## config.mk

```make
export PLATFORM = sky130hd
export DESIGN_NAME = pulse_sequencer
export DESIGN_NICKNAME = d
export VERILOG_FILES = /design/src/rtl/pulse_pkg.sv /design/src/rtl/phase_timer.sv /design/src/rtl/pulse_sequencer.sv
export SDC_FILE = /design/constraint.sdc
export NUM_CORES = 1
export LEC_CHECK = 0
export ABC_AREA = 1
export BUFFER_PORTS_ARGS = -buffer_cell sky130_fd_sc_hd__buf_2
export CORE_MARGIN = 4
export CORE_UTILIZATION = 40
export DETAILED_ROUTE_END_ITERATION = 10
export SETUP_SLACK_MARGIN = 0.1
export SYNTH_ARGS = -nofsm -noshare
export SYNTH_HDL_FRONTEND = slang
export SYNTH_SLANG_ARGS = --single-unit
```

## constraint.sdc

```tcl
create_clock -name clk -period 10.05 [get_ports clk]
set_input_delay 1.005 -clock clk [delete_from_list [all_inputs] [get_ports clk]]
set_output_delay 1.005 -clock clk [all_outputs]
set_load 0.03 [all_outputs]
```

## src/rtl/pulse_pkg.sv

```systemverilog
// Shared types and constants for the pulse sequencer: state encoding, counter
// width, minimum period and the power-up parameter defaults.
package pulse_pkg;

  localparam int CW      = 32;
  localparam int PER_MIN = 16;

  typedef enum logic [2:0] {
    NUT  = 3'd0,
    NGAP = 3'd1,
    P1   = 3'd2,
    GAP1 = 3'd3,
    P2   = 3'd4,
    GAP2 = 3'd5,
    HOLD = 3'd6,
    TAIL = 3'd7
  } state_t;

  // Power-up values, identical to the UART parameter block's reset contents.
  localparam logic [31:0] DEF_PER = 32'd2010;
  localparam logic [31:0] DEF_P1  = 32'd20;
  localparam logic [31:0] DEF_DEL = 32'd200;
  localparam logic [31:0] DEF_P2  = 32'd40;
  localparam logic [7:0]  DEF_CP  = 8'd0;
  localparam logic [7:0]  DEF_PBL = 8'd8;

  function automatic logic is_pulse(input state_t s);
    return (s == NUT) || (s == P1) || (s == P2);
  endfunction

endpackage

```

## src/rtl/phase_timer.sv

```systemverilog
// Loadable down-counter; done is high while the count is zero.
// Used both as the period counter and as the per-state phase counter.
module phase_timer #(
  parameter int W = 32
) (
  input  logic         clk,
  input  logic         rst,
  input  logic         load,
  input  logic [W-1:0] load_val,
  output logic         done
);

  logic [W-1:0] cnt;

  always_ff @(posedge clk or posedge rst) begin
    if (rst)               cnt <= '0;
    else if (load)         cnt <= load_val;
    else if (cnt != '0)    cnt <= cnt - W'(1);
  end

  assign done = (cnt == '0);

endmodule

```

## src/rtl/pulse_sequencer.sv

```systemverilog
// Period-locked RF gate / receiver blanking / scope sync generator.
// Optional nutation pre-pulse is built when NUTATION_EN is defined.
module pulse_sequencer #(
  parameter int CW      = pulse_pkg::CW,
  parameter int PER_MIN = pulse_pkg::PER_MIN
) (
  input  logic          clk,
  input  logic          rst,
  input  logic [CW-1:0] per,
  input  logic [CW-1:0] p1wid,
  input  logic [CW-1:0] del,
  input  logic [CW-1:0] p2wid,
  input  logic [7:0]    cp,
  input  logic          pu,
  input  logic          bl,
  input  logic [7:0]    p_bl,
`ifdef NUTATION_EN
  input  logic [CW-1:0] nut_w,
  input  logic [CW-1:0] nut_d,
`endif
  output logic          sync,
  output logic          pulse,
  output logic          block,
  output logic          busy
);
  import pulse_pkg::*;

  state_t        state, state_n;
  logic          pc_zero, ph_done, ph_load, zero_q;
  logic [CW:0]   ph_len;
  logic [7:0]    p2_left;

  logic [CW-1:0] per_s, p1_s, del_s, p2_s;
  logic [7:0]    cp_s, pbl_s;
  logic          pu_s, bl_s;
  logic [CW-1:0] per_clamp, per_c, p1_c;
  logic [7:0]    cp_c;

  // Values needed in the wrap cycle itself come straight from the inputs,
  // since the shadows only update on that same edge.
  assign per_clamp = (per < CW'(PER_MIN)) ? CW'(PER_MIN) : per;
  assign per_c     = pc_zero ? per_clamp : per_s;
  assign p1_c      = pc_zero ? p1wid     : p1_s;
  assign cp_c      = pc_zero ? cp        : cp_s;

`ifdef NUTATION_EN
  logic [CW-1:0] nw_s, nd_s, nw_c;
  assign nw_c = pc_zero ? nut_w : nw_s;
`endif

  function automatic logic [CW:0] len_m1(input logic [CW:0] len);
    return (len == '0) ? '0 : len - (CW+1)'(1);
  endfunction

  phase_timer #(.W(CW)) u_period (
    .clk      (clk),
    .rst      (rst),
    .load     (pc_zero),
    .load_val (per_c - CW'(1)),
    .done     (pc_zero)
  );

  phase_timer #(.W(CW+1)) u_phase (
    .clk      (clk),
    .rst      (rst),
    .load     (ph_load),
    .load_val (len_m1(ph_len)),
    .done     (ph_done)
  );

  always_ff @(posedge clk or posedge rst) begin
    if (rst) begin
      per_s <= CW'(DEF_PER);
      p1_s  <= CW'(DEF_P1);
      del_s <= CW'(DEF_DEL);
      p2_s  <= CW'(DEF_P2);
      cp_s  <= DEF_CP;
      pbl_s <= DEF_PBL;
      pu_s  <= 1'b0;
      bl_s  <= 1'b0;
`ifdef NUTATION_EN
      nw_s  <= '0;
      nd_s  <= '0;
`endif
    end else if (pc_zero) begin
      per_s <= per_clamp;
      p1_s  <= p1wid;
      del_s <= del;
      p2_s  <= p2wid;
      cp_s  <= cp;
      pbl_s <= p_bl;
      pu_s  <= pu;
      bl_s  <= bl;
`ifdef NUTATION_EN
      nw_s  <= nut_w;
      nd_s  <= nut_d;
`endif
    end
  end

  always_ff @(posedge clk or posedge rst) begin
    if (rst) begin
      state   <= TAIL;
      zero_q  <= 1'b0;
      p2_left <= '0;
    end else begin
      state <= state_n;
      if (ph_load) zero_q <= (ph_len == '0);
      if (pc_zero)
        p2_left <= cp_c;
      else if (ph_done && state == P2 && p2_left != 8'd0)
        p2_left <= p2_left - 8'd1;
    end
  end

  // The wrap always wins: an unfinished sequence is abandoned and restarted.
  always_comb begin
    state_n = state;
    ph_load = 1'b0;
    ph_len  = '0;
    if (pc_zero) begin
      ph_load = 1'b1;
      state_n = P1;
      ph_len  = {1'b0, p1_c};
`ifdef NUTATION_EN
      if (nw_c != '0) begin
        state_n = NUT;
        ph_len  = {1'b0, nw_c};
      end
`endif
    end else if (ph_done) begin
      ph_load = 1'b1;
      case (state)
`ifdef NUTATION_EN
        NUT: begin
          state_n = NGAP;
          ph_len  = {1'b0, nd_s};
        end
        NGAP: begin
          state_n = P1;
          ph_len  = {1'b0, p1_c};
        end
`endif
        P1: begin
          if (cp_s == 8'd0) begin
            state_n = HOLD;
            ph_len  = {{(CW-7){1'b0}}, pbl_s};
          end else begin
            state_n = GAP1;
            ph_len  = {1'b0, del_s};
          end
        end
        GAP1, GAP2: begin
          state_n = P2;
          ph_len  = {1'b0, p2_s};
        end
        P2: begin
          if (p2_left <= 8'd1) begin
            state_n = HOLD;
            ph_len  = {{(CW-7){1'b0}}, pbl_s};
          end else begin
            state_n = GAP2;
            ph_len  = {del_s, 1'b0};
          end
        end
        default: begin
          state_n = TAIL;
          ph_load = 1'b0;
        end
      endcase
    end
  end

  // Gating on the wrap cycle keeps an overrunning pulse from crossing into
  // the next period.
  always_ff @(posedge clk or posedge rst) begin
    if (rst) begin
      sync  <= 1'b0;
      pulse <= 1'b0;
      block <= 1'b0;
      busy  <= 1'b0;
    end else begin
      sync  <= pc_zero;
      pulse <= !pc_zero && pu_s && is_pulse(state) && !zero_q;
      block <= !pc_zero && bl_s && (state != TAIL);
      busy  <= (state != TAIL);
    end
  end

endmodule
```

# Word level (Yosys, flattened, before mapping)
# Index checks and enable logic that the tools add are counted.
totals:
  input_bits: 148
  wordCells: 75
  ff_bits: 195
op_classes:
  add_sub_neg: 5
  n_reduce_logical: 25
  order_cmp: 2
  n_eq_ne: 5
  n_mux: 22
op_table:
  columns: ["cell", "n"]
  rows:
  - ["33-bit 2-to-1 mux", 6]
  - ["32-bit 2-to-1 mux", 5]
  - ["33-bit one-hot mux with 3 select lines", 1]
  - ["33-bit logical NOT", 2]
  - ["33-bit by 1-bit subtractor with 33-bit output (second input constant)", 2]
  - ["32-bit by 1-bit subtractor with 32-bit output (second input constant)", 2]
  - ["33-bit nonzero test", 1]
  - ["32-bit logical NOT", 1]
  - ["32-bit by 5-bit less-than comparator with 1-bit output (second input constant)", 1]
  - ["32-bit nonzero test", 1]
  - ["8-bit 2-to-1 mux", 2]
  - ["3-bit 2-to-1 mux", 3]
  - ["3-bit one-hot mux with 3 select lines", 1]
  - ["8-bit by 1-bit <= comparator with 1-bit output (second input constant)", 1]
  - ["8-bit logical NOT", 1]
  - ["2-bit nonzero test", 4]
  - ["8-bit nonzero test", 1]
  - ["8-bit by 1-bit subtractor with 8-bit output (second input constant)", 1]
  - ["1-bit logical AND", 7]
  - ["3-bit by 2-bit equality test with 1-bit output (second input constant)", 2]
  - ["3-bit equality test (second input constant)", 2]
  - ["4-bit OR reduction", 1]
  - ["3-bit logical NOT", 1]
  - ["1-bit 2-to-1 mux", 3]
  - ["5 further kinds", 7]

# Logic depth before layout (Yosys ltp)
logic_depth:
  depth_word: 8
  mapped_depth: 24
  depth_no_buf: 22

# By module
# A second synthesis with hierarchy kept.
unflattened:
  cells_unflattened: 2129
  hier_area_um2: 13681.9
by_module_without_submodules:
  columns: ["mod", "cells_each", "area_each_um2", "instances", "seq_area_each_um2"]
  rows:
  - ["pulse_sequencer", 1406, 9009.9, 1, 3274.4]
  - ["phase_timer at u_phase", 380, 2411.1, 1, 825.8]
  - ["phase_timer at u_period", 343, 2260.9, 1, 800.8]

# Worst setup path after synthesis
# OpenSTA, ideal clock, no wires.
synth_timing:
  kind: "input port to flip-flop"
  from: "input port per[4]"
  to: "register u_period.cnt[25]"
  arrival_ps: 2717
  path_stages: 14
  setup_ps: 118
  path_slack_ps: 7215
  cell_sequence: "inv_1 nand2_1 nor3_1 nand4_1 nand3_1 nand2_1 nor3_1 nand2_1 nor2_2 nand4_1 nor2_2 nand2_1 nor2_1 nor2_1"
synth_via:
  elab_chain_len: 5
synth_lines:
  columns: ["item", "line", "rtl"]
  rows:
  - ["from (decl)", "pulse_sequencer.sv:9", "input logic [CW-1:0] per,"]
  - ["32-bit by 5-bit less-than comparator with 1-bit output", "pulse_sequencer.sv:41", "assign per_clamp = (per < CW'(PER_MIN)) ? CW'(PER_MIN) : per;"]
  - ["32-bit 2-to-1 mux *", "pulse_sequencer.sv:41", null]
  - ["32-bit 2-to-1 mux *", null, null]
  - ["32-bit by 1-bit subtractor with 32-bit output *", "pulse_sequencer.sv:59", ".load_val (per_c - CW'(1)),"]
  - ["32-bit 2-to-1 mux *", "phase_timer.sv:17", "else if (load) cnt <= load_val;"]
  - ["to (signal assigned)", "phase_timer.sv:17", null]
  - ["to (signal assigned)", "phase_timer.sv:18", "else if (cnt != '0) cnt <= cnt - W'(1);"]
  - ["to (decl)", "phase_timer.sv:13", "logic [W-1:0] cnt;"]
# Mark *: on every way between the ends. The rest lies on a longest branch, timed or not.
# A chain may end at the register's enable or synchronous reset.

# Worst setup path in the final report
layout_timing:
  from: "register u_period.cnt[23]"
  to: "register u_phase.cnt[8]"
layout_via:
  elab_chain_len: 5
  elab_cells_between_ends: 8
  cone_classes: "add/sub: 1; mux: 4; reduce/logical: 3"
layout_lines:
  columns: ["item", "line", "rtl"]
  rows:
  - ["32-bit logical NOT *", "phase_timer.sv:21", "assign done = (cnt == '0);"]
  - ["33-bit 2-to-1 mux", "pulse_sequencer.sv:121", "if (pc_zero) begin"]
  - ["33-bit by 1-bit subtractor with 33-bit output or 33-bit logical NOT (tied branches)", "pulse_sequencer.sv:52", "return (len == '0) ? '0 : len - (CW+1)'(1);"]
  - ["33-bit 2-to-1 mux", "pulse_sequencer.sv:52", null]
  - ["33-bit 2-to-1 mux", "phase_timer.sv:17", null]
  - ["to (signal assigned)", "phase_timer.sv:17", null]
  - ["to (signal assigned)", "phase_timer.sv:18", null]
  - ["to (decl)", "phase_timer.sv:13", null]
# Marked as above.

==> reports/metrics.cfg <==
[sta]
setup_viol=0
relSlewSlack_pct=22.70
period_share_pct=47.17
timing.final.hold_violations=0
worstMarginPinSlew_ns=1.158
period_needed_ns=4.741
fin_skew_ns=0.02004
rsz0062_at_grt=false
fmax_mhz=210.9
tns_ns=0
drv_slew=0

[placed_design]
port_buffers=151
globalplace.congestion=0.9626
hpwl_mm=25.65
placed_area_mm2=0.01193

[clock_network]
post_cts_buffers=0
clkTransAtPathRegs_ns=0.08
cts_root_buf=clkbuf_16
clock_path_buffers=2
clock_latency_ns=0.44
cts.sinks=163
cts-resized-gates=0
h-tree-depth=4
cts_hold_buf=0
cts_tree=yes
cts_buffers=17

[drt]
drtPass1Iterations=6
drc=0
num_vias=10990
drt_iter0_markers=863
wl_mm=33.35
wire_per_inst_um=15.49
antenna_left=0
vias_per_cell=5.103

[status]
status=complete, no violations

[critical_path]
cp-start-kind=flop
required_ns=10.39
crit_arrival_ns=5.09
path_max_fanout=73
cp-end-kind=flop
criticalPathCategory=reg -> reg

[global_route]
grt_pass1_vias=10620
antenna_found_initial=0
grt_max_degree=96
grtUsageTotal_pct=21.97
gr-total-overflow=0
grt_pass1_wl_mm=54.12

[synthesis]
synth_seq_area_share_pct=37.27
avgSynthCellArea_um2=6.548
syn_nets=1830
synth_seq_cells=163
yosys.cell_types.count=46
synth_ff_type=dfrtp_1
netlist_area_mm2=0.01097
ys_async_sr_fraction_pct=100.0
yosysWarningCount=0
syn_inst=1676
synth_edf_count=0

[pwr]
p_per_area_mw_per_mm2=109.7
leakage_nw=6.432
peakVddDrop_mv=0.1150

[floorplan]
placementRows=60
ios=152
die_area_mm2=0.03015
die_x_um=173.6
core-area_mm2=0.02695
start_util_pct=40.72
die_h_um=173.6

[job]
maxCapViolations=0

[worst_hold_path]
hp-class=reg -> reg

[cells_and_area]
drive_gt1_share_pct=14.40
mostFrequentLayoutCells=nand2_1, nor2_1, nand3_1
register_area_mm2=0.004090
antenna-diode-count=0
final_common_cell=nand2_1
nFillCells=2809
multi_input_area_mm2=0.006027
fin_area_mm2=0.01253
final_nets=1953
areaGrowthSynthToFinish_pct=14.14

metrics by stage:
stage | hold WS, ns | setup slack [ns] | power, mW | utilization, % | cells
finish | 0.4416 | 5.309 | 1.374 | 46.48 | 2153
global placement | 0.4346 | 5.521 | 0.7358 | 44.26 | 2121
detailed placement | 0.4354 | 5.312 | 0.7363 | 44.26 | 2121
CTS | 0.4350 | 5.262 | 1.388 | 46.48 | 2153
global route | 0.4772 | 4.733 | 1.422 | 46.48 | 2153
floorplan | 0.4094 | 4.655 | 0.6954 | - | 1676
power by group:
part           switching, mW  internal [mW]  total [mW]
Sequential           0.00149          0.659       0.660
Clock                  0.311          0.340       0.652
Combinational         0.0367         0.0254      0.0621
Yosys cell counts, types with 3 or more instances:
master | count | area (um^2)
nand2_1 | 620 | 2327
nor2_1 | 229 | 859.6
nand3_1 | 167 | 835.8
dfrtp_1 | 154 | 3854
inv_1 | 141 | 529.3
a21oi_1 | 64 | 320.3
o21ai_0 | 52 | 260.3
xor2_1 | 42 | 367.9
clkbuf_1 | 26 | 97.59
nand4_1 | 21 | 131.4
buf_2 | 16 | 80.08
nor3_1 | 16 | 80.08
nor2_2 | 14 | 87.58
nand3_2 | 10 | 100.1
dfstp_2 | 9 | 236.5
nand2_2 | 9 | 56.30
xnor2_1 | 8 | 70.07
buf_6 | 7 | 78.83
a21boi_0 | 6 | 45.04
ha_1 | 6 | 75.07
nor4_1 | 6 | 37.54
a31oi_1 | 5 | 31.28
inv_2 | 5 | 18.77
buf_4 | 4 | 30.03
nor2_4 | 4 | 45.04
or2_2 | 4 | 25.02
o21ai_1 | 3 | 15.01
o22ai_1 | 3 | 18.77
critical path: stages (launching register included):
cell and delay, ns:
dfrtp_1 0.39, inv_1 0.06, nand2_1 0.05, nor3_1 0.25, nand3_2 0.18, nor2_8 0.32
buf_4 0.68, buf_4 0.62, nand2_1 0.16, inv_1 0.13, a21oi_4 0.05, ha_1 0.21
o21ai_0 0.07, nor2_1 0.05, nand2_1 0.05, nor2_1 0.04, nand2_1 0.07, nor2_2 0.05
nor2_4 0.68, o21ai_0 0.24, a21oi_1 0.19
flip-flops by register name, summed over array words and instances, names as in the netlist, 3 cells and up:
name / flops
cp_s: 8
del_s: 32
p2_left: 8
p2_s: 32
pbl_s: 8
state: 3
u_period.cnt: 32
u_phase.cnt: 33
routing by layer:
layer,wire length [um],global-route usage [%]
met4,822,6.631
met2,15000,34.87
met3,1797,3.599
met1,15720,31.01
met5,0,0
final timing paths:
kind | start | endpoint | slack (ns) | cells after the start
max | u_period.cnt[23] | u_phase.cnt[8] | 5.31 | 20
min | zero_q | pulse | 0.44 | 1
max reg2reg | u_period.cnt[23] | u_phase.cnt[8] | 5.31 | 20
min reg2reg | zero_q | pulse | 0.44 | 1
max in group asynchronous | rst | u_phase.cnt[17] | 7.89 | 3
min in group asynchronous | rst | p2_s[11] | 0.74 | 2
layout make-up:
type | instances | area share [%]
Multi-Input combinational cell | 1309 | 48.12
Sequential cell | 163 | 32.65
Timing Repair Buffer | 160 | 6.573
Inverter | 148 | 4.475
Clock buffer | 18 | 3.506
Tap cell | 341 | 3.406
Clock inverter | 14 | 1.269
logic make-up (layout without fill, tap and decap cells):
logic type               Yosys count  after routing  synth area share, %
AO/OA/AOI/OAI                    141            141                6.943
XOR/XNOR                          50             50                3.990
multiplexers                       1              1               0.1026
buffers and inverters            204            340                7.878
adder cells (fa/ha/maj)            6              6               0.6841
AND/OR/NAND/NOR                 1111           1111                43.13
flip-flops                       163            163                37.27
(Power assumes the default switching activity.)
